[config.mk]
export PLATFORM = sky130hd
export DESIGN_NAME = mdu_sequencer
export DESIGN_NICKNAME = d
export VERILOG_FILES = /design/src/rtl/mdu_sequencer_pkg.sv /design/src/rtl/mdu_div_step.sv /design/src/rtl/mdu_sequencer.sv
export SDC_FILE = /design/constraint.sdc
export NUM_CORES = 1
export LEC_CHECK = 0
export ABC_CLOCK_PERIOD_IN_PS = 8500
export CAP_MARGIN = 20
export CELL_PAD_IN_SITES_DETAIL_PLACEMENT = 0
export CELL_PAD_IN_SITES_GLOBAL_PLACEMENT = 1
export CORE_MARGIN = 2
export CORE_UTILIZATION = 35
export CTS_BUF_LIST = sky130_fd_sc_hd__clkbuf_4 sky130_fd_sc_hd__clkbuf_8
export DETAILED_ROUTE_END_ITERATION = 16
export GPL_ROUTABILITY_DRIVEN = 0
export PLACE_DENSITY = 0.7
export RECOVER_POWER = 50
export SKIP_LAST_GASP = 1
export SLEW_MARGIN = 5
export SYNTH_ARGS = -nofsm -noshare
export SYNTH_HDL_FRONTEND = slang
export SYNTH_HIERARCHICAL = 1
export SYNTH_SLANG_ARGS = --single-unit
[constraint.sdc]
create_clock -name i_clk -period 8.5 [get_ports i_clk]
set_input_delay 1.7 -clock i_clk [delete_from_list [all_inputs] [get_ports i_clk]]
set_output_delay 1.7 -clock i_clk [all_outputs]
set_load 0.005 [all_outputs]
[src/rtl/mdu_sequencer_pkg.sv]
// mdu_sequencer_pkg: shared types and constants for the RV32M multiply/divide sequencer.
// Holds the funct3 op encodings, the 3-bit FSM state encoding and a latency helper.
package mdu_sequencer_pkg;

  // funct3 encodings of the M-extension ops
  localparam logic [2:0] MDU_OP_MUL    = 3'b000;
  localparam logic [2:0] MDU_OP_MULH   = 3'b001;
  localparam logic [2:0] MDU_OP_MULHSU = 3'b010;
  localparam logic [2:0] MDU_OP_MULHU  = 3'b011;
  localparam logic [2:0] MDU_OP_DIV    = 3'b100;
  localparam logic [2:0] MDU_OP_DIVU   = 3'b101;
  localparam logic [2:0] MDU_OP_REM    = 3'b110;
  localparam logic [2:0] MDU_OP_REMU   = 3'b111;

  typedef enum logic [2:0] {
    MDU_STATE_IDLE  = 3'd0,
    MDU_STATE_MUL   = 3'd1,
    MDU_STATE_DIV   = 3'd2,
    MDU_STATE_FIXUP = 3'd3,
    MDU_STATE_DONE  = 3'd4
  } mdu_state_t;

  // Start-to-done latency of an iterative operation
  function automatic int unsigned mdu_latency(input int unsigned xlen);
    return xlen + 2;
  endfunction

endpackage

[src/rtl/mdu_div_step.sv]
// mdu_div_step: one combinational restoring-division step.
// Ports: rem_i/rem_o partial remainder (XLEN+1), quo_i/quo_o dividend/quotient
// shift register (XLEN), div_i divisor magnitude (XLEN).
module mdu_div_step #(
  parameter int unsigned XLEN = 32
) (
  input  logic [XLEN:0]   rem_i,
  input  logic [XLEN-1:0] quo_i,
  input  logic [XLEN-1:0] div_i,
  output logic [XLEN:0]   rem_o,
  output logic [XLEN-1:0] quo_o
);

  // Trial subtract one bit wider than the remainder so the MSB is the borrow
  logic [XLEN+1:0] trial;

  always_comb begin
    trial = {rem_i, quo_i[XLEN-1]} - {2'b00, div_i};
    rem_o = trial[XLEN+1] ? {rem_i[XLEN-1:0], quo_i[XLEN-1]} : trial[XLEN:0];
    quo_o = {quo_i[XLEN-2:0], ~trial[XLEN+1]};
  end

endmodule

[src/rtl/mdu_sequencer.sv]
// mdu_sequencer: multi-cycle RV32M multiply/divide sequencer for the EX stage.
// Iterative shift-add multiply / restoring divide on magnitudes, then sign fix-up.
// Ports: i_clk, i_rst (async, active-high), i_start, i_funct3, i_a, i_b, i_flush;
//        o_busy (state != IDLE), o_done (1-cycle pulse), o_result (held until next start).
// Option: define MDU_FAST_MUL_EN for a single-cycle combinational multiply path.
// XLEN must be >= 8 and a power of two.
module mdu_sequencer
  import mdu_sequencer_pkg::*;
#(
  parameter int unsigned XLEN = 32
) (
  input  logic            i_clk,
  input  logic            i_rst,
  input  logic            i_start,
  input  logic [2:0]      i_funct3,
  input  logic [XLEN-1:0] i_a,
  input  logic [XLEN-1:0] i_b,
  input  logic            i_flush,
  output logic            o_busy,
  output logic            o_done,
  output logic [XLEN-1:0] o_result
);

  localparam int unsigned CW = $clog2(XLEN);
  localparam int unsigned AW = 2 * XLEN;
  localparam logic [XLEN-1:0] SMIN = {1'b1, {(XLEN-1){1'b0}}};

  mdu_state_t      state_q, state_d;
  logic [CW-1:0]   cnt_q, cnt_d;
  logic [2:0]      op_q, op_d;
  logic            neg_res_q, neg_res_d;
  logic            neg_a_q, neg_a_d;
  logic [AW-1:0]   acc_q, acc_d;
  logic [XLEN:0]   rem_q, rem_d;
  logic [XLEN-1:0] opb_q, opb_d;
  logic [XLEN-1:0] result_q, result_d;
  logic            done_q, done_d;
  logic            busy_q;

  // Operand decode at accept
  logic            a_signed, b_signed, sa, sb, div_zero, div_ovf;
  logic [XLEN-1:0] a_mag, b_mag;

  always_comb begin
    a_signed = (i_funct3 == MDU_OP_MUL) || (i_funct3 == MDU_OP_MULH) ||
               (i_funct3 == MDU_OP_MULHSU) || (i_funct3 == MDU_OP_DIV) ||
               (i_funct3 == MDU_OP_REM);
    b_signed = (i_funct3 == MDU_OP_MUL) || (i_funct3 == MDU_OP_MULH) ||
               (i_funct3 == MDU_OP_DIV) || (i_funct3 == MDU_OP_REM);
    sa       = a_signed & i_a[XLEN-1];
    sb       = b_signed & i_b[XLEN-1];
    a_mag    = sa ? (~i_a + XLEN'(1)) : i_a;
    b_mag    = sb ? (~i_b + XLEN'(1)) : i_b;
    div_zero = i_funct3[2] && (i_b == '0);
    div_ovf  = i_funct3[2] && b_signed && (i_a == SMIN) && (i_b == '1);
  end

  // One shift-add multiply step: conditionally add multiplicand to the high half, shift right
  logic [XLEN:0]   mul_sum;
  logic [AW-1:0]   mul_nxt;

  always_comb begin
    mul_sum = {1'b0, acc_q[AW-1:XLEN]} + (acc_q[0] ? {1'b0, opb_q} : '0);
    mul_nxt = {mul_sum, acc_q[XLEN-1:1]};
  end

  // Divide step; quotient lives in the low half of the accumulator
  logic [XLEN:0]   rem_nxt;
  logic [XLEN-1:0] quo_nxt;

  mdu_div_step #(.XLEN(XLEN)) u_div_step (
    .rem_i (rem_q),
    .quo_i (acc_q[XLEN-1:0]),
    .div_i (opb_q),
    .rem_o (rem_nxt),
    .quo_o (quo_nxt)
  );

  // Sign fix-up of the magnitude results
  logic [AW-1:0]   prod_fix;
  logic [XLEN-1:0] quo_fix, rem_fix;

  always_comb begin
    prod_fix = neg_res_q ? (~acc_q + AW'(1)) : acc_q;
    quo_fix  = neg_res_q ? (~acc_q[XLEN-1:0] + XLEN'(1)) : acc_q[XLEN-1:0];
    rem_fix  = neg_a_q ? (~rem_q[XLEN-1:0] + XLEN'(1)) : rem_q[XLEN-1:0];
  end

`ifdef MDU_FAST_MUL_EN
  // Sign/zero-extended signed product; the low 2*XLEN bits equal the (XLEN+1)x(XLEN+1) result
  logic signed [AW-1:0] fast_a, fast_b;
  logic        [AW-1:0] fast_p;

  always_comb begin
    fast_a = {{XLEN{sa}}, i_a};
    fast_b = {{XLEN{sb}}, i_b};
    fast_p = fast_a * fast_b;
  end
`endif

  // Next-state and datapath control
  always_comb begin
    state_d   = state_q;
    cnt_d     = cnt_q;
    op_d      = op_q;
    neg_res_d = neg_res_q;
    neg_a_d   = neg_a_q;
    acc_d     = acc_q;
    rem_d     = rem_q;
    opb_d     = opb_q;
    result_d  = result_q;
    done_d    = 1'b0;

    unique case (state_q)
      MDU_STATE_IDLE: begin
        if (i_start && !i_flush) begin
          op_d      = i_funct3;
          neg_res_d = sa ^ sb;
          neg_a_d   = sa;
          cnt_d     = CW'(XLEN - 1);
          if (div_zero) begin
            result_d = i_funct3[1] ? i_a : '1;
            done_d   = 1'b1;
            state_d  = MDU_STATE_DONE;
          end else if (div_ovf) begin
            result_d = i_funct3[1] ? '0 : i_a;
            done_d   = 1'b1;
            state_d  = MDU_STATE_DONE;
          end else if (i_funct3[2]) begin
            acc_d   = {{XLEN{1'b0}}, a_mag};
            rem_d   = '0;
            opb_d   = b_mag;
            state_d = MDU_STATE_DIV;
          end else begin
`ifdef MDU_FAST_MUL_EN
            result_d = (i_funct3 == MDU_OP_MUL) ? fast_p[XLEN-1:0] : fast_p[AW-1:XLEN];
            done_d   = 1'b1;
            state_d  = MDU_STATE_DONE;
`else
            acc_d   = {{XLEN{1'b0}}, b_mag};
            opb_d   = a_mag;
            state_d = MDU_STATE_MUL;
`endif
          end
        end
      end
      MDU_STATE_MUL: begin
        acc_d = mul_nxt;
        cnt_d = cnt_q - CW'(1);
        if (cnt_q == '0) state_d = MDU_STATE_FIXUP;
      end
      MDU_STATE_DIV: begin
        acc_d = {acc_q[AW-1:XLEN], quo_nxt};
        rem_d = rem_nxt;
        cnt_d = cnt_q - CW'(1);
        if (cnt_q == '0) state_d = MDU_STATE_FIXUP;
      end
      MDU_STATE_FIXUP: begin
        if (op_q[2]) result_d = op_q[1] ? rem_fix : quo_fix;
        else result_d = (op_q == MDU_OP_MUL) ? prod_fix[XLEN-1:0] : prod_fix[AW-1:XLEN];
        done_d  = 1'b1;
        state_d = MDU_STATE_DONE;
      end
      MDU_STATE_DONE: state_d = MDU_STATE_IDLE;
      default:        state_d = MDU_STATE_IDLE;
    endcase

    // Abort drops the op without a done pulse and keeps the previous result
    if (i_flush && (state_q != MDU_STATE_IDLE)) begin
      state_d  = MDU_STATE_IDLE;
      done_d   = 1'b0;
      result_d = result_q;
    end
  end

  always_ff @(posedge i_clk or posedge i_rst) begin
    if (i_rst) begin
      state_q   <= MDU_STATE_IDLE;
      cnt_q     <= '0;
      op_q      <= '0;
      neg_res_q <= 1'b0;
      neg_a_q   <= 1'b0;
      acc_q     <= '0;
      rem_q     <= '0;
      opb_q     <= '0;
      result_q  <= '0;
      done_q    <= 1'b0;
      busy_q    <= 1'b0;
    end else begin
      state_q   <= state_d;
      cnt_q     <= cnt_d;
      op_q      <= op_d;
      neg_res_q <= neg_res_d;
      neg_a_q   <= neg_a_d;
      acc_q     <= acc_d;
      rem_q     <= rem_d;
      opb_q     <= opb_d;
      result_q  <= result_d;
      done_q    <= done_d;
      busy_q    <= (state_d != MDU_STATE_IDLE);
    end
  end

  assign o_busy   = busy_q;
  assign o_done   = done_q;
  assign o_result = result_q;

endmodule

After elaboration in Yosys (flattened, before gate mapping)
Index checks and enable logic that the tools add are counted.
{ "word_totals": {"ff_bits": 176, "in_bits": 71, "output_inout_bits": 34, "word_cells": 121} }
{ "classes": {"add_sub_neg": 8, "n_eq_ne": 14, "muxes": 41, "n_bitwise": 13, "reduce_logical": 33} }
{ "op_table": {"columns": ["operator", "n"], "rows": [
  ["32-bit two-way mux", 15],
  ["64-bit two-way mux", 4],
  ["64-bit one-hot mux with 3 select lines", 1],
  ["33-bit two-way mux", 5],
  ["32-bit by 1-bit adder with 32-bit output, second input constant", 4],
  ["32-bit NOT", 4],
  ["33-bit one-hot mux with 2 select lines", 1],
  ["64-bit by 1-bit adder with 64-bit output, second input constant", 1],
  ["32-bit equality test, second input constant", 2],
  ["64-bit NOT", 1],
  ["32-bit one-hot mux with 2 select lines", 1],
  ["34-bit by 32-bit subtractor with 34-bit output", 1],
  ["32-bit by 32-bit adder with 33-bit output", 1],
  ["32-bit logical NOT", 1],
  ["3-bit two-way mux", 5],
  ["4-bit AND reduction", 3],
  ["5-bit one-hot mux with 2 select lines", 1],
  ["5-bit AND reduction", 2],
  ["3-bit by 2-bit equality test with 1-bit output, second input constant", 3],
  ["3-bit logical NOT", 3],
  ["3-bit one-hot mux with 3 select lines", 1],
  ["3-bit nonzero test", 3],
  ["2-bit inequality test, second input constant", 4],
  ["2-bit nonzero test", 4],
  ["17 further kinds", 38]
]} }

Longest topological paths before layout
Gate-level depths: netlist of the first run.
{ "depth": {"ltp_word": 13, "ltp_mapped": 16, "depth_no_buf": 13} }

Hierarchy
The synthesis of the first run kept the hierarchy.
{ "modules_own_cells": {"columns": ["module", "instances", "cells_each", "area_per_inst_um2", "seq_area_each_um2"], "rows": [
  ["mdu_sequencer", 1, 1781, 13997.2, 4404.2],
  ["mdu_div_step", 1, 337, 2446.1, 0.0]
]} }

Worst setup path after synthesis of the first run
OpenSTA, ideal clock, no wires.
{ "synth_timing": {"kind": "input -> register", "from": "input port i_a[8]", "to": "register result_q[31], in the netlist o_result[31]", "setup_time_ns": 0.126, "arrival_ns": 4.366, "required_ns": 8.374, "path_slack_ns": 4.008, "path_stages": 10, "path_buffers": 3, "path_cell_list": "clkbuf_1 > or4_1 > or3_1 > or4_1 > o32ai_2 > nand3_1 > a21o_1 > buf_2 > buf_2 > a221o_1"} }
{ "synth_via": {"elab_chain_len": 5} }
{ "synth_lines": {"columns": ["item", "line", "text"], "rows": [
  ["start: declaration", "mdu_sequencer.sv:16", "input logic [XLEN-1:0] i_a,"],
  ["32-bit equality test", "mdu_sequencer.sv:55", "div_ovf = i_funct3[2] && b_signed && (i_a == SMIN) && (i_b == '1);"],
  ["1-bit logical AND (2 in a row)", "mdu_sequencer.sv:55", null],
  ["3-bit inequality test (no source line)", null, null],
  ["4-bit AND reduction (no source line)", null, null],
  ["end signal: assignment", "mdu_sequencer.sv:198", "result_q <= result_d;"],
  ["end: declaration", "mdu_sequencer.sv:36", "logic [XLEN-1:0] result_q, result_d;"]
]} }
Every way passes these cells.
A chain may end at the register's enable or synchronous reset.

Final worst setup path of the first run
{ "layout_timing": {"from": "input port i_a[9]", "to": "register result_q[17], in the netlist o_result[17]"} }
Same word-level chain as after synthesis.

==> results.json, run 1 <==
{
  "outcome": "complete, but fails checks",
  "violations": "max-capacitance violations, max-slew violations",
  "port_buffers": 104,
  "cts.sinks": 176,
  "wirelength_microns": 62200,
  "use_met3_pct": 3.18,
  "grt_max_degree": 99,
  "dp_hpwl_microns": 48200,
  "pin_count": 105,
  "drive_gt1_share_pct": 5.27,
  "grt_busiest_layer": "met2",
  "finalSetupViolations": 0,
  "nFillCells": 4839,
  "clk_path_buf_depth": 2,
  "synth_top_family_by_area": "compound AO/OA/AOI/OAI gates",
  "p_clk_share_pct": 11.1,
  "utilization_pct": 38.8,
  "fmax_mhz": 192,
  "sw_frac_of_total_pct": 49.6,
  "leakage_nw": 7.31,
  "pwr-share-comb_pct": 58.6,
  "setup.worst_path.end_class": "flop",
  "grt_pass1_vias": 14900,
  "die_w_microns": 221,
  "synthAdderAreaFrac_pct": 5.65,
  "grt_pass1_wl_microns": 92600,
  "grt_setup_unrepaired": "false",
  "viasPerCell": 5.98,
  "power_density_nw_per_um2": 279,
  "gr-usage-met2_pct": 38.4,
  "nNetsFinal": 2238,
  "die-height_microns": 221,
  "path_common_cell": "or4_1",
  "path_class": "in -> reg",
  "start_util_pct": 35.4,
  "async_flop_share_pct": 100,
  "path_clk_slew_ns": 0.10,
  "muxShareOfSynthArea_pct": 2.77,
  "final_common_cell": "nor2_1",
  "cts_buffers": 17,
  "synth_nets": 2262,
  "synth_edf_count": 0,
  "ys_seq_area_share_pct": 26.8,
  "antenna_cells": 0,
  "period_needed_ns": 5.21,
  "dr.pass1.iters": 6,
  "finalSetupTns_ns": 0,
  "clockRootBuffer": "clkbuf_8",
  "r2r_cells": 11,
  "grt_use_total_pct": 25.4,
  "worstPathArrival_ns": 5.63,
  "min_period_over_period_pct": 61.2,
  "multi_input_area_sq_um": 11000,
  "synth-seq-cells": 176,
  "core_sq_um": 46500,
  "yosys_warnings": 6,
  "hold_path_class": "reg -> reg",
  "whs_path_depth": 2,
  "regArea_sq_um": 4410,
  "vias": 16200,
  "drc": 0,
  "cts_tree": "done",
  "p_int_mw": 2.53,
  "cts_repair_resize_count": 0,
  "tightest_slew_ns": 2.49,
  "finalClockSkew_ns": 0.0105,
  "cp_max_fo": 54,
  "power_frac_seq_pct": 30.3,
  "postRouteAntennaNets": 0,
  "htreeDepth": 4,
  "crit_required_ns": 8.93,
  "ys_types": 86,
  "postSynthCellCount": 2118,
  "wl_per_cell_microns": 22.9,
  "worst_path_max_delay_cell": "or4_1",
  "ir_worst_vdd_v": 0.000541,
  "use_met1_pct": 36.7,
  "cpPeakStageDelay_ns": 0.60,
  "finalHoldViolCount": 0,
  "drtIter0Drc": 1697,
  "synthToLayoutAreaGrowth_pct": 9.57,
  "switchingPower_mw": 2.49,
  "worst-path-buf-inv": 3,
  "row_count": 79,
  "most-common-layout-cells": "nor2_1 (207), nand2_1 (203), o21ai_0 (200)",
  "startpoint_type": "primary input",
  "syn_avg_cell_area_sq_um": 7.76,
  "crit_chain": "clkdlybuf4s50_1 -> or4_1 -> or3_1 -> or4_1 -> o32ai_2 -> nand3_1 -> a21o_1 -> buf_4 -> inv_1 -> o221ai_1 -> o21a_1",
  "cts_setup_buffers": 0,
  "final-max-slew-violation-count": 53,
  "synth_xor_area_share_pct": 9.96,
  "die_area_sq_um": 48700,
  "syn_area_sq_um": 16400,
  "synth-main-ff-cell": "dfrtp_1",
  "slew_headroom_pct": -66.9,
  "gr-total-overflow": 0,
  "critPathTopFamily": "simple AND/OR/NAND/NOR gates",
  "cp.depth": 11,
  "ctsHoldBuffers": 0,
  "antenna_found_initial": 1,
  "synth_compound_area_share_pct": 28.7,
  "cap_violations": 1,
  "synth-simple-area-share_pct": 19.7,
  "clock_latency_ns": 0.53
}
==> logic make-up after synthesis <==
kind of cell / Yosys count
multiplexers: 42
XOR/XNOR: 187
AO/OA/AOI/OAI: 720
flip-flops: 176
AND/OR/NAND/NOR: 680
buffers and inverters: 240
adder cells (fa/ha/maj): 73
==> path summary, 6_finish.rpt <==
check / startpoint / slack [ns] / to
hold / removal: o_result[6]$_DFFE_PP0P_ / 0.49 / o_result[6]$_DFFE_PP0P_
setup / recovery: i_a[9] / 3.29 / o_result[17]$_DFFE_PP0P_
setup reg to reg: acc_q[0]$_DFFE_PP0P_ / 4.41 / o_result[0]$_DFFE_PP0P_
max in group asynchronous: i_rst / 4.41 / acc_q[32]$_DFFE_PP0P_
min in group asynchronous: i_rst / 2.30 / o_result[22]$_DFFE_PP0P_
hold reg to reg: o_result[6]$_DFFE_PP0P_ / 0.49 / o_result[6]$_DFFE_PP0P_
==> state kept, by name, summed over array words and instances (netlist names) <==
signal / cells
acc_q: 64
rem_q: 33
o_result: 32
opb_q: 32
cnt_q: 5
op_q: 3
state_q: 3
neg_a_q: 1
neg_res_q: 1
o_busy: 1
o_done: 1
==> worst reg2reg max path, cell delays in order, from the launching register on <==
cell	delay, ns
dfrtp_1	0.77
inv_1	0.29
ha_1	0.24
nor2b_1	0.19
nand3_1	0.22
or4_1	0.68
nor2_1	0.40
nor2_1	0.17
xnor2_1	0.18
a222oi_1	0.51
nor3_1	0.13
a311oi_1	0.22
==> power by group through the flow <==
stage	Sequential [mW]	Clock (mW)	Combinational (mW)
finish	1.52	0.556	2.95
global route	1.55	0.603	3.25
CTS	1.51	0.567	2.92
detailed placement	1.53	0	2.90
global placement	1.52	0	2.88
floorplan	1.30	0	2.30
==> synth_stat cells, types with 14 or more instances <==
master / n / area (sq um)
a211oi_1: 33 / 248
a21o_1: 37 / 278
a21oi_1: 172 / 861
a221oi_1: 31 / 272
a22o_1: 38 / 333
and2_1: 37 / 231
buf_4: 34 / 255
clkbuf_1: 118 / 443
dfrtp_1: 176 / 4400
ha_1: 71 / 888
inv_1: 73 / 274
mux2_1: 20 / 225
mux2i_1: 14 / 140
nand2_1: 203 / 762
nand2b_1: 14 / 87.6
nand3_1: 30 / 150
nand4_1: 18 / 113
nor2_1: 208 / 781
nor2b_1: 14 / 87.6
nor3_1: 42 / 210
nor4_1: 20 / 125
o21a_1: 16 / 120
o21ai_0: 200 / 1000
o31ai_1: 42 / 315
o41ai_1: 19 / 166
or2_2: 18 / 113
or3_1: 21 / 131
or4_1: 16 / 120
xnor2_1: 105 / 920
xor2_1: 82 / 718
==> routing by layer <==
layer	wire (microns)	vias up
met5	11	-
li1	-	7641
met1	28500	7863
met4	2450	2
met2	27200	618
met3	3940	105
==> area by class of cell <==
| class | count | share of cell area [%] |
|---|---|---|
| Inverter | 73 | 1.53 |
| Clock buffer | 18 | 1.38 |
| Timing Repair Buffer | 124 | 6.67 |
| Clock inverter | 14 | 0.514 |
| Tap cell | 607 | 4.22 |
| Sequential cell | 176 | 24.5 |
| Multi-Input combinational cell | 1702 | 61.2 |
==> per-stage QoR <==
| step | hold WS, ns | instances | cell area (sq um) | setup WS (ns) | total power [mW] |
|---|---|---|---|---|---|
| final | 0.491 | 2714 | 18000 | 3.29 | 5.03 |
| after global routing | 0.527 | 2714 | 18000 | 3.07 | 5.40 |
| after CTS | 0.497 | 2713 | 18000 | 3.34 | 5.00 |
| after detailed placement | 0.475 | 2681 | 17700 | 2.77 | 4.43 |
| after global placement | 0.469 | 2681 | 17700 | 2.82 | 4.40 |
| after floorplan | 0.464 | 2118 | 16400 | 2.03 | 3.60 |
Power figures use the tool's default switching activity.
==> run 2, diff against run 1 <==
--- a/config.mk
+++ b/config.mk
@@ -5,7 +5,7 @@
 export SDC_FILE = /design/constraint.sdc
 export NUM_CORES = 1
 export LEC_CHECK = 0
-export ABC_CLOCK_PERIOD_IN_PS = 8500
+export ABC_CLOCK_PERIOD_IN_PS = 5100
 export CAP_MARGIN = 20
 export CELL_PAD_IN_SITES_DETAIL_PLACEMENT = 0
 export CELL_PAD_IN_SITES_GLOBAL_PLACEMENT = 1
==> constraint.sdc (replaced) <==
create_clock -name i_clk -period 5.1 [get_ports i_clk]
set_input_delay 1.02 -clock i_clk [delete_from_list [all_inputs] [get_ports i_clk]]
set_output_delay 1.02 -clock i_clk [all_outputs]
set_load 0.005 [all_outputs]
==> results.json, run 2 (synthesis gave the netlist of run 1 again) <==
{
  "outcome": "complete, but fails checks",
  "violations": "max-capacitance violations, max-slew violations",
  "cpPeakStageDelay_ns": 0.55,
  "pin_count": 105,
  "finalSetupViolations": 0,
  "cp_max_fo": 53,
  "fin_ws_ns": 0.942,
  "most-common-layout-cells": "nor2_1 (207), nand2_1 (203), o21ai_0 (200)",
  "drc": 0,
  "ctsHoldBuffers": 0,
  "nNetsFinal": 2249,
  "crit_required_ns": 5.49,
  "port_buffers": 104,
  "dr.pass1.iters": 6,
  "start_util_pct": 35.4,
  "gr-total-overflow": 0,
  "final_common_cell": "nor2_1",
  "startpoint_type": "primary input",
  "finalHoldViolCount": 0,
  "power_mw": 8.42,
  "vias": 16300,
  "dp_hpwl_microns": 48500,
  "htreeDepth": 4,
  "grt_max_degree": 96,
  "cts_setup_buffers": 0,
  "core_sq_um": 46500,
  "largest_register": "acc_q",
  "row_count": 79,
  "cts_buffers": 17,
  "clk_path_buf_depth": 2,
  "pre_cts_ws_ns": 0.431,
  "ir_worst_vdd_v": 0.000842,
  "die-height_microns": 221,
  "die_area_sq_um": 48700,
  "largest_registers": "acc_q: 64 flops, rem_q: 33 flops",
  "utilization_pct": 39.1,
  "postRouteAntennaNets": 0,
  "wl_met3_microns": 4010,
  "min_period_over_period_pct": 81.5,
  "period_needed_ns": 4.16,
  "path_clk_slew_ns": 0.09,
  "cts_repair_resize_count": 0,
  "viasPerCell": 5.97,
  "tightest_slew_ns": 1.75,
  "grt_setup_unrepaired": "false",
  "cap_violations": 2,
  "finalClockSkew_ns": 0.0185,
  "die_w_microns": 221,
  "wirelength_microns": 62600,
  "crit_chain": "clkdlybuf4s50_1 -> or4_1 -> or3_1 -> or4_1 -> o32ai_2 -> nand3_1 -> a21o_1 -> buf_4 -> a221o_1",
  "top_layer_used": "met4",
  "path_class": "in -> reg",
  "grt_pass1_wl_microns": 92900,
  "worst_path_max_delay_cell": "or4_1",
  "drtIter0Drc": 1706,
  "wl_met1_microns": 28400,
  "grt_pass1_vias": 14800,
  "slew_headroom_pct": -16.7,
  "nFillCells": 4814,
  "antenna_cells": 0,
  "wl_per_cell_microns": 23.0,
  "synthToLayoutAreaGrowth_pct": 10.4,
  "hold_path_class": "reg -> reg",
  "cts_tree": "done",
  "final-max-slew-violation-count": 97,
  "path_common_cell": "or4_1",
  "leakage_nw": 7.39,
  "clock_latency_ns": 0.52,
  "antenna_found_initial": 0,
  "finalSetupTns_ns": 0,
  "largest_reg_flops": 64,
  "wl_met2_microns": 28000,
  "fmax_mhz": 241,
  "drive_gt1_share_pct": 5.67,
  "clockRootBuffer": "clkbuf_8",
  "grt_use_total_pct": 25.5,
  "cts.sinks": 176,
  "power_density_nw_per_um2": 464,
  "setup.worst_path.end_class": "flop",
  "worstPathArrival_ns": 4.55
}
## run 2: area by class of cell
class	instances	area, sq um	area share (%)
Timing Repair Buffer	135	1340	7.36
Clock inverter	11	85.1	0.469
Sequential cell	176	4410	24.3
Clock buffer	20	269	1.48
Multi-Input combinational cell	1702	11000	60.7
Tap cell	607	759	4.18
Inverter	73	275	1.52
## run 2: path summary, 6_finish.rpt
| kind | end | cells past startpoint | slack (ns) | start |
|---|---|---|---|---|
| hold / removal | o_result[18]$_DFFE_PP0P_ | 2 | 0.49 | o_result[18]$_DFFE_PP0P_ |
| max in group asynchronous | rem_q[0]$_DFFE_PP0P_ | 3 | 1.45 | i_rst |
| min in group asynchronous | o_result[6]$_DFFE_PP0P_ | 2 | 1.33 | i_rst |
| hold reg to reg | o_result[18]$_DFFE_PP0P_ | 2 | 0.49 | o_result[18]$_DFFE_PP0P_ |
| setup / recovery | o_result[26]$_DFFE_PP0P_ | 9 | 0.94 | i_a[10] |
| setup reg to reg | rem_q[32]$_DFFE_PP0P_ | 13 | 0.95 | opb_q[14]$_DFFE_PP0P_ |
## run 2: metal layers
layer	track usage (%)	vias up
met1	36.3	7850
li1	-	7694
met3	4.07	96
met4	9.44	0
met2	38.7	625
met5	0	-
## run 2: power by group
part	switching, mW	internal, mW	total (mW)
clock network	0.589	0.369	0.958
logic	2.83	2.13	4.96
registers	0.734	1.76	2.50
## run 2: per-stage QoR
stage                     cell area [sq um]  std cells  hold WS, ns
final                                 18200       2724        0.492
after detailed placement              17800       2692        0.480
after global routing                  18200       2724        0.512
after CTS                             18200       2723        0.501
after floorplan                       16400       2118        0.464
after global placement                17800       2691        0.466
## run 2: critical path: cells and delay by family
family,cells,cell delay (ns)
AND/OR/NAND/NOR,4,1.62
AO/OA/AOI/OAI,3,1.14
buffers and inverters,2,0.76
==> run 3, diff against run 2 <==
--- a/config.mk
+++ b/config.mk
@@ -5,7 +5,7 @@
 export SDC_FILE = /design/constraint.sdc
 export NUM_CORES = 1
 export LEC_CHECK = 0
-export ABC_CLOCK_PERIOD_IN_PS = 5100
+export ABC_CLOCK_PERIOD_IN_PS = 3700
 export CAP_MARGIN = 20
 export CELL_PAD_IN_SITES_DETAIL_PLACEMENT = 0
 export CELL_PAD_IN_SITES_GLOBAL_PLACEMENT = 1
@@ -14,7 +14,7 @@
 export CTS_BUF_LIST = sky130_fd_sc_hd__clkbuf_4 sky130_fd_sc_hd__clkbuf_8
 export DETAILED_ROUTE_END_ITERATION = 16
 export GPL_ROUTABILITY_DRIVEN = 0
-export PLACE_DENSITY = 0.7
+export PLACE_DENSITY = 0.73
 export RECOVER_POWER = 50
 export SKIP_LAST_GASP = 1
 export SLEW_MARGIN = 5
==> constraint.sdc (replaced) <==
create_clock -name i_clk -period 3.7 [get_ports i_clk]
set_input_delay 0.74 -clock i_clk [delete_from_list [all_inputs] [get_ports i_clk]]
set_output_delay 0.74 -clock i_clk [all_outputs]
set_load 0.005 [all_outputs]
==> results.json, run 3 (synthesis gave the netlist of run 1 again) <==
{
  "clock_latency_ns": 0.53,
  "pin_count": 105,
  "clockRootBuffer": "clkbuf_8",
  "grt_pass1_wl_microns": 97700,
  "min_period_over_period_pct": 99.0,
  "final_common_cell": "nor2_1",
  "slew_headroom_pct": 7.42,
  "drc": 0,
  "power_frac_seq_pct": 24.9,
  "grt_use_total_pct": 26.7,
  "power_mw": 12.9,
  "final-max-slew-violation-count": 0,
  "startpoint_type": "flop",
  "hold_path_class": "reg -> reg",
  "crit_chain": "or4_4 -> or3_1 -> or4_4 -> or2_4 -> o41ai_2 -> xor2_1 -> o221ai_1 -> a221o_1",
  "min_from": "o_result[6]$_DFFE_PP0P_",
  "synthToLayoutAreaGrowth_pct": 19.6,
  "cap_violations": 0,
  "drtIter0Drc": 1993,
  "cts.sinks": 176,
  "ctsHoldBuffers": 0,
  "largest_reg_flops": 64,
  "outcome": "finished clean",
  "grt_pass1_vias": 15800,
  "reg2reg_from": "acc_q[8]$_DFFE_PP0P_",
  "wl_per_cell_microns": 22.6,
  "dr.pass1.iters": 9,
  "finalSetupViolations": 0,
  "regToRegEndpoint": "o_result[31]$_DFFE_PP0P_",
  "pre_cts_ws_ns": -0.321,
  "tightest_slew_ns": 1.39,
  "finalHoldViolCount": 0,
  "period_needed_ns": 3.66,
  "grt_max_degree": 94,
  "die-height_microns": 221,
  "min_delay_worst_endpoint": "o_result[6]$_DFFE_PP0P_",
  "antenna_found_initial": 2,
  "dp_hpwl_microns": 51600,
  "whs_path_depth": 2,
  "sw_frac_of_total_pct": 46.9,
  "critPathTopFamily": "simple AND/OR/NAND/NOR gates",
  "cpPeakStageDelay_ns": 0.63,
  "die_area_sq_um": 48700,
  "worstPathArrival_ns": 4.08,
  "gr-total-overflow": 0,
  "largest_registers": "acc_q: 64 flops, rem_q: 33 flops",
  "switchingPower_mw": 6.04,
  "wirelength_microns": 65500,
  "worst_path_max_delay_cell": "or4_4",
  "cp_max_fo": 6,
  "port_buffers": 104,
  "r2r_cells": 8,
  "nNetsFinal": 2419,
  "worst-path-buf-inv": 0,
  "vias": 17200,
  "p_int_mw": 6.84,
  "most-common-layout-cells": "nor2_1 (207), nand2_1 (203), o21ai_0 (200)",
  "pwr-share-comb_pct": 63.7,
  "row_count": 79,
  "utilization_pct": 42.3,
  "leakage_nw": 8.28,
  "cts_tree": "done",
  "largest_register": "acc_q",
  "finalClockSkew_ns": 0.0152,
  "setup.worst_path.end_class": "flop",
  "cts_buffers": 17,
  "fin_ws_ns": 0.0358,
  "clk_path_buf_depth": 2,
  "p_clk_share_pct": 11.4,
  "placed_cells": 2858,
  "r2r_setup_slack_ns": 0.04,
  "stdcell_count": 2896,
  "path_clk_slew_ns": 0.10,
  "power_density_nw_per_um2": 655,
  "finalSetupTns_ns": 0,
  "core_sq_um": 46500,
  "ir_worst_vdd_v": 0.00101,
  "drive_gt1_share_pct": 13.1,
  "postRouteAntennaNets": 0,
  "grt_setup_unrepaired": "false",
  "die_w_microns": 221,
  "viasPerCell": 5.94,
  "fmax_mhz": 273,
  "start_util_pct": 35.4,
  "nFillCells": 4775,
  "crit_required_ns": 4.12,
  "htreeDepth": 4,
  "path_class": "reg -> reg",
  "path_common_cell": "or4_4"
}
run 3: cell types whose count changed in the layout (fill, tap and decap cells not counted), sizes merged:
cell,delta
dlygate4sd3,-2
inv,-2
bufinv,+2
diode,+1
clkdlybuf4s50,+2
buf,+166
clkinv,-2
clkbuf,+7
run 3: worst register-to-register path: stages (launching register included):
cell and delay [ns]:
dfrtp_1 0.39, or4_4 0.60, or3_1 0.49, or4_4 0.63, or2_4 0.30, o41ai_2 0.30, xor2_1 0.27, o221ai_1 0.22
a221o_1 0.36
run 3: what timing repair did:
action,in CTS,in global routing
endpoints found under the setup margin,0,16
resized for setup,0,13
endpoints found under the hold margin,0,0
buffers inserted,0,2
run 3: worst max path at each step:
stage	from	endpoint	slack, ns	cells past startpoint
5_1_grt	opb_q[10]$_DFFE_PP0P_	rem_q[28]$_DFFE_PP0P_	0.004	14
3_5_place_dp	i_a[11]	o_result[0]$_DFFE_PP0P_	-0.32	10
4_1_cts	acc_q[8]$_DFFE_PP0P_	o_result[31]$_DFFE_PP0P_	0.08	8
2_1_floorplan	i_a[8]	o_result[31]$_DFFE_PP0P_	0.17	10
3_3_place_gp	i_a[11]	o_result[21]$_DFFE_PP0P_	-0.21	11
6_report	acc_q[8]$_DFFE_PP0P_	o_result[31]$_DFFE_PP0P_	0.04	8
run 3: layout make-up:
cell class	instances	area, sq um	share of cell area (%)
multi-input combinational	1702	11100	56.4
clock inverter	9	106	0.541
antenna	1	2.50	0.0127
clock buffer	23	304	1.55
inverter	73	275	1.40
timing repair buffer	305	2720	13.8
tap	607	759	3.86
sequential	176	4410	22.4
run 3: metal layers:
layer / up-vias / share of wire (%) / global-route usage, %
met5: - / 0 / 0
met4: 0 / 3.4 / 9.44
met3: 113 / 8.6 / 6.05
met2: 752 / 43 / 39.9
met1: 8340 / 45 / 37.6
li1: 8011 / - / -
run 3: stage by stage:
stage,hold slack [ns],cell area [sq um]
6_report,0.490,19700
5_1_grt,0.516,19700
4_1_cts,0.499,19500
3_5_place_dp,0.478,19100
3_3_place_gp,0.470,19100
2_1_floorplan,0.464,16400
run 3: power groups by stage:
| stage | registers, mW | logic, mW | clock network, mW |
|---|---|---|---|
| floorplan | 2.98 | 5.29 | 0 |
| finish | 3.20 | 8.20 | 1.47 |
| CTS | 3.18 | 7.69 | 1.48 |
| global placement | 3.21 | 7.54 | 0 |
| global route | 3.26 | 8.91 | 1.57 |
| detailed placement | 3.21 | 7.65 | 0 |
